===== src/rtl/uds_pkg.sv =====
// Shared constants for the UDS key fetch block: UDS core word addresses,
// the two expected name words, the FSM state encoding and the default
// ready timeout.
package uds_pkg;

    localparam logic [7:0]  UDS_ADDR_NAME0     = 8'h00;
    localparam logic [7:0]  UDS_ADDR_NAME1     = 8'h01;
    localparam logic [7:0]  UDS_ADDR_KEY_FIRST = 8'h10;
    localparam logic [7:0]  UDS_ADDR_KEY_LAST  = 8'h17;

    localparam logic [31:0] UDS_NAME0_WORD = 32'h7564735f;
    localparam logic [31:0] UDS_NAME1_WORD = 32'h6d656d20;

    localparam int UDS_DEFAULT_TIMEOUT = 16;

    localparam logic [2:0] ST_IDLE   = 3'd0;
    localparam logic [2:0] ST_NAME0  = 3'd1;
    localparam logic [2:0] ST_NAME1  = 3'd2;
    localparam logic [2:0] ST_READ   = 3'd3;
    localparam logic [2:0] ST_STREAM = 3'd4;
    localparam logic [2:0] ST_DONE   = 3'd5;
    localparam logic [2:0] ST_ERR    = 3'd6;

    // Key words sit in a contiguous window starting at UDS_ADDR_KEY_FIRST.
    function automatic logic [7:0] uds_key_addr(input logic [2:0] word_idx);
        return UDS_ADDR_KEY_FIRST + {5'd0, word_idx};
    endfunction

endpackage


===== src/rtl/uds_fetch_buf.sv =====
// 8 x 32-bit key buffer: one write port, one asynchronous read port and a
// synchronous wipe that clears every entry at once.
module uds_fetch_buf (
    input  logic        clk,
    input  logic        reset_n,
    input  logic        wipe,
    input  logic        wr_en,
    input  logic [2:0]  wr_addr,
    input  logic [31:0] wr_data,
    input  logic [2:0]  rd_addr,
    output logic [31:0] rd_data
);

    logic [31:0] mem [0:7];

    // Reset and wipe zero the whole array; otherwise store one word per write.
    always_ff @(posedge clk) begin
        if (!reset_n || wipe) begin
            for (int i = 0; i < 8; i++) begin
                mem[i] <= '0;
            end
        end else if (wr_en) begin
            mem[wr_addr] <= wr_data;
        end
    end

    assign rd_data = mem[rd_addr];

endmodule


===== src/rtl/uds_fetch.sv =====
// UDS key fetch: reads eight key words from the read-once UDS core into a
// local buffer, then streams them out over a valid/ready interface.
// The buffer is wiped as soon as the stream ends or the fetch fails.
// Optional build macro UDS_FETCH_NAME_CHECK_EN adds a two-word name check
// (addresses 0x00/0x01) before the key words are read.
module uds_fetch
    import uds_pkg::*;
#(
    parameter int TIMEOUT = UDS_DEFAULT_TIMEOUT
) (
    input  logic        clk,
    input  logic        reset_n,
    input  logic        start,
    input  logic        clear,
    output logic        busy,
    output logic        done,
    output logic        error,
    output logic        uds_cs,
    output logic [7:0]  uds_address,
    input  logic [31:0] uds_read_data,
    input  logic        uds_ready,
    output logic        key_valid,
    input  logic        key_ready,
    output logic [31:0] key_word,
    output logic [2:0]  key_index,
    output logic        key_last
);

    localparam int               WAIT_W    = $clog2(TIMEOUT + 1);
    localparam logic [WAIT_W-1:0] WAIT_LAST = WAIT_W'(TIMEOUT - 1);

    logic [2:0]        state_q;
    logic [2:0]        state_d;
    logic [2:0]        rd_cnt_q;
    logic [2:0]        idx_q;
    logic [WAIT_W-1:0] wait_q;
    logic              error_q;

    logic              capture;
    logic              stream_xfer;
    logic              wait_step;
    logic              fail;
    logic              finish;
    logic              name_phase;
    logic              buf_wipe;
    logic [31:0]       buf_rd_data;

    // Next-state decode; a wait that reaches the timeout turns into a failure.
    always_comb begin
        state_d     = state_q;
        capture     = 1'b0;
        stream_xfer = 1'b0;
        wait_step   = 1'b0;
        fail        = 1'b0;
        finish      = 1'b0;
        case (state_q)
            ST_IDLE: begin
                if (start) begin
`ifdef UDS_FETCH_NAME_CHECK_EN
                    state_d = ST_NAME0;
`else
                    state_d = ST_READ;
`endif
                end
            end
`ifdef UDS_FETCH_NAME_CHECK_EN
            ST_NAME0: begin
                if (uds_ready) begin
                    if (uds_read_data == UDS_NAME0_WORD) begin
                        state_d = ST_NAME1;
                    end else begin
                        fail = 1'b1;
                    end
                end else begin
                    wait_step = 1'b1;
                end
            end
            ST_NAME1: begin
                if (uds_ready) begin
                    if (uds_read_data == UDS_NAME1_WORD) begin
                        state_d = ST_READ;
                    end else begin
                        fail = 1'b1;
                    end
                end else begin
                    wait_step = 1'b1;
                end
            end
`endif
            ST_READ: begin
                if (uds_ready) begin
                    capture = 1'b1;
                    if (uds_address == UDS_ADDR_KEY_LAST) begin
                        state_d = ST_STREAM;
                    end
                end else begin
                    wait_step = 1'b1;
                end
            end
            ST_STREAM: begin
                if (key_ready) begin
                    stream_xfer = 1'b1;
                    if (idx_q == 3'd7) begin
                        state_d = ST_DONE;
                        finish  = 1'b1;
                    end
                end
            end
            default: begin
            end
        endcase
        if (wait_step && (wait_q == WAIT_LAST)) begin
            fail = 1'b1;
        end
        if (fail) begin
            state_d = ST_ERR;
        end
    end

    // FSM state, word counters and sticky error; clear behaves like reset.
    always_ff @(posedge clk) begin
        if (!reset_n || clear) begin
            state_q  <= ST_IDLE;
            rd_cnt_q <= 3'd0;
            idx_q    <= 3'd0;
            error_q  <= 1'b0;
        end else begin
            state_q <= state_d;
            if (capture) begin
                rd_cnt_q <= rd_cnt_q + 3'd1;
            end
            if (stream_xfer) begin
                idx_q <= idx_q + 3'd1;
            end
            if (fail) begin
                error_q <= 1'b1;
            end
        end
    end

    // Ready-wait counter restarts whenever a read completes or no read is pending.
    always_ff @(posedge clk) begin
        if (!reset_n || clear) begin
            wait_q <= '0;
        end else if (wait_step && !fail) begin
            wait_q <= wait_q + 1'b1;
        end else begin
            wait_q <= '0;
        end
    end

`ifdef UDS_FETCH_NAME_CHECK_EN
    assign name_phase = (state_q == ST_NAME0) || (state_q == ST_NAME1);
`else
    assign name_phase = 1'b0;
`endif

    // Drive the UDS word address for whichever read is currently issued.
    always_comb begin
        uds_address = 8'h00;
        if (state_q == ST_READ) begin
            uds_address = uds_key_addr(rd_cnt_q);
        end
`ifdef UDS_FETCH_NAME_CHECK_EN
        else if (state_q == ST_NAME0) begin
            uds_address = UDS_ADDR_NAME0;
        end else if (state_q == ST_NAME1) begin
            uds_address = UDS_ADDR_NAME1;
        end
`endif
    end

    assign buf_wipe = fail || finish || clear;

    uds_fetch_buf u_buf (
        .clk     (clk),
        .reset_n (reset_n),
        .wipe    (buf_wipe),
        .wr_en   (capture && !clear),
        .wr_addr (rd_cnt_q),
        .wr_data (uds_read_data),
        .rd_addr (idx_q),
        .rd_data (buf_rd_data)
    );

    assign busy      = (state_q != ST_IDLE) && (state_q != ST_DONE);
    assign done      = (state_q == ST_DONE);
    assign error     = error_q;
    assign uds_cs    = (state_q == ST_READ) || name_phase;
    assign key_valid = (state_q == ST_STREAM);
    assign key_word  = key_valid ? buf_rd_data : 32'h0;
    assign key_index = idx_q;
    assign key_last  = key_valid && (idx_q == 3'd7);

endmodule


===== config.mk =====
export PLATFORM = sky130hd
export DESIGN_NAME = uds_fetch
export DESIGN_NICKNAME = d
export VERILOG_FILES = /design/src/rtl/uds_pkg.sv /design/src/rtl/uds_fetch_buf.sv /design/src/rtl/uds_fetch.sv
export SDC_FILE = /design/constraint.sdc
export NUM_CORES = 1
export LEC_CHECK = 0
export CAP_MARGIN = 25
export CORE_UTILIZATION = 60
export DETAILED_ROUTE_END_ITERATION = 10
export MAX_ROUTING_LAYER = met4
export PLACE_DENSITY_LB_ADDON = 0.1
export SYNTH_ARGS = -nofsm -noshare
export SYNTH_HDL_FRONTEND = slang
export SYNTH_SLANG_ARGS = --single-unit

===== constraint.sdc =====
create_clock -name clk -period 15.4 [get_ports clk]
set_clock_uncertainty 0.05 [all_clocks]
set_input_delay 3.08 -clock clk [delete_from_list [all_inputs] [get_ports clk]]
set_output_delay 3.08 -clock clk [all_outputs]
set_load 0.02 [all_outputs]

==> impl_summary.log <==
INFO  metric run_status = complete, no violations
INFO  metric grt_first_pass_wirelength = 43900 um
INFO  metric crit_arrival = between 3 and 4 ns
INFO  metric finalWorstPathRequiredPeriod = ~6.5 ns
INFO  metric postSynthCellCount = roughly 840
INFO  metric drt-pass1-iter-count = 4
INFO  metric timing.final.hold_violations = 0
INFO  metric max-slew-margin-rel = 0.329
INFO  metric nNetsFinal = approximately 900
INFO  metric clkTransAtPathRegs = about 0.06 ns
INFO  metric final_layout_size_suffix_gt1_frac = 0.235
INFO  metric routed-via-count = roughly 7600
INFO  metric placementRows = 53
INFO  metric clock.fmax = between 150 and 200 MHz
INFO  metric max_slew_violation_total_from_the_final_report = 0
INFO  metric synth_sequential_area_ratio = 0.628
INFO  metric grt_setup_unrepaired = false
INFO  metric worst_path_dominant_cell_family = buffers and inverters
INFO  metric clkLatencyLatePin = between 0.5 and 0.6 ns
INFO  metric worstHoldPathType = flop to flop
INFO  metric worst_hold_path.num_cells = 1
INFO  metric worstPathCellList = buf_4 > mux4_2 > a22o_1 > clkdlybuf4s50_1
INFO  metric async_reset_ff_frac = 0
INFO  metric timing.critical_path.slowest_stage_cell = dfxtp_4
INFO  metric design.core.area = between 20000 and 25000 um2
INFO  metric via_per_inst = around 6.5
INFO  metric layoutNonFillerInstCount = between 1000 and 1500
INFO  metric clk_root_buffer_cell = clkbuf_16
INFO  metric worst_pin_slew = about 1.0 ns
INFO  metric critPathRequiredTime = between 10 and 15 ns
INFO  metric post_cts_setup_bufs = 0
INFO  metric area_delta_synth_final = 12.8%
INFO  metric cp_slowest_stage_delay = between 0.7 and 0.8 ns
INFO  metric wl_per_cell = ~24 um
INFO  metric worstSetupPathType = flop to output port
INFO  metric ir_worst_vdd = roughly 78 uV
INFO  metric setup-violations-final = 0
INFO  metric total_leakage_power = 4.61 nW
INFO  metric die-area = about 22000 um2
INFO  metric cts.sinks = 274
INFO  metric post_dp_cell_area = approximately 14000 um2
INFO  metric postcts_resize_cnt = 0
INFO  metric place_congestion = approximately 0.72
INFO  metric boundaryPins = 87
INFO  metric global_route.overflow_total = 0
INFO  metric path_depth = 4
INFO  metric tritoncts = done
INFO  metric p_per_area = between 100 and 150 nW/um2
INFO  metric antenna_fix_cells = 0
INFO  metric setup-tns-final = 0 ns
INFO  metric grt_start_max_net_pins = slightly below 90
INFO  metric timing.critical_path.to_type = output port
INFO  metric drt_wl_total = around 28000 um
INFO  metric cts_inserted_buffers = 28
INFO  metric final_min_period_over_clock_period = 0.424
INFO  metric dieWidth = 148 um
INFO  metric total_global_routing_track_utilization = 0.274
INFO  metric grt_pass1_vias = about 8000
INFO  metric synth-edff-count = 256
INFO  metric synth.ff_latch_count = approximately 270
INFO  metric dpl.cell_count = roughly 1100
INFO  metric ys.warnings.count = 0
INFO  metric route.antenna.remaining_nets = 0
INFO  metric power = around 1.6 mW
INFO  metric cp_max_fo = 34
INFO  metric stdcell_area = approximately 14000 um2
INFO  metric placement.io_buffers = a little over 80
INFO  metric clk_path_buf_depth = 3
INFO  metric ctsHtreeMaxLevel = 1
INFO  metric yosys_most_used_dff = edfxtp_1
INFO  metric dieHeight = 148 um
INFO  metric critPathBufInv = 2
INFO  metric number_of_antenna_violations_at_the_first_check_in_global_routing = 0
INFO  metric syn-cell-area = ~13000 um2
INFO  metric initial_core_util = 0.612
INFO  metric worst_r2r_path_depth = 4
INFO  metric startpoint_type = flop
INFO  metric syn_avg_cell_area = 15.3 um2
INFO  metric maxCapViolCount = 0
INFO  metric drt_drc_violations_left = 0
INFO  metric hold_buffers = 0
INFO  metric synthDistinctLibCells = 45
INFO  metric detailed_place_hpwl = roughly 15000 um
INFO  metric drt_iter0_drc = 523
flip-flops by register name, indices dropped and copies added (netlist names), named ones only:
name / flops
error: 1
key_index: 3
rd_cnt_q: 3
state_q: 3
u_buf.mem: 256
wait_q: 5
Yosys cell counts, drive strengths merged, types with 6 or more instances:
cell | number | area, um2
edfxtp | 256 | 7690
nor3 | 256 | 1630
buf | 70 | 634
mux4 | 64 | 1440
nand2 | 38 | 143
a22o | 32 | 280
clkbuf | 23 | 86.3
dfxtp | 18 | 360
nor2 | 13 | 51.3
a21oi | 7 | 38.8
o211ai | 6 | 45.0
cell type report:
type                    count  area [um2]
fillers                  1426        6490
multi-input cells         470        4120
flip-flops and latches    274        8050
well taps                 275         344
clock inverters            13         118
repair buffers            105        1030
clock buffers              39         773
inverters                   5        20.0
layout by cell type, fill, tap and decap left out, drive strengths merged, types with 3 or more instances in the layout:
cell,Yosys,layout
edfxtp,256,256
buf,70,23
ha,5,5
nand2b,4,4
nand2,38,38
o211ai,6,6
xnor2,3,3
nor2b,3,3
a21oi,7,7
nand3,5,5
clkdlybuf4s50,0,82
inv,4,5
clkinv,1,11
mux4,64,64
and2,5,5
nor3,256,256
nor2,13,13
a22o,32,32
dfxtp,18,18
o21bai,4,4
clkbuf,23,39
o21ai,3,3
conb,1,4
where the power goes:
group	total (mW)	leakage, nW	switching, mW	internal [mW]
Combinational	0.0608	1.18	0.0376	0.0231
Sequential	0.849	2.99	0.00868	0.840
Clock	0.655	0.445	0.272	0.384
Total	1.56	4.61	0.318	1.25
stage by stage:
step	utilization	hold WS [ns]	setup slack [ns]
after floorplan	-	0.368	7.63
after global placement	0.645	0.376	9.28
after detailed placement	0.645	0.398	9.22
after CTS	0.688	0.408	8.73
after global routing	0.690	0.425	8.61
final	0.690	0.403	8.87
final timing paths:
kind | start | end | slack [ns]
min reg2reg | wait_q[0] | wait_q[0] | 0.40
min | wait_q[0] | wait_q[0] | 0.40
max reg2reg | state_q[2] | u_buf.mem[3][14] | 12.42
max | flop | key_word[31] | 8.87
per-layer routing:
layer	track usage	up-vias	wire (um)
li1	-	3397	-
met1	0.354	3897	11400
met2	0.464	300	14600
met3	0.0374	30	1840
met4	0.0644	0	381
met5	-	-	0
cell families after synthesis:
| kind of cell | share of synthesized area |
|---|---|
| xor+xnor | 0.00273 |
| other cells | 0.000292 |
| buf+inv | 0.0578 |
| fa+ha+maj | 0.00488 |
| compound gates | 0.0369 |
| flops | 0.628 |
| simple gates | 0.156 |
| mux | 0.114 |
No activity file was read; power rests on OpenSTA's default activity.
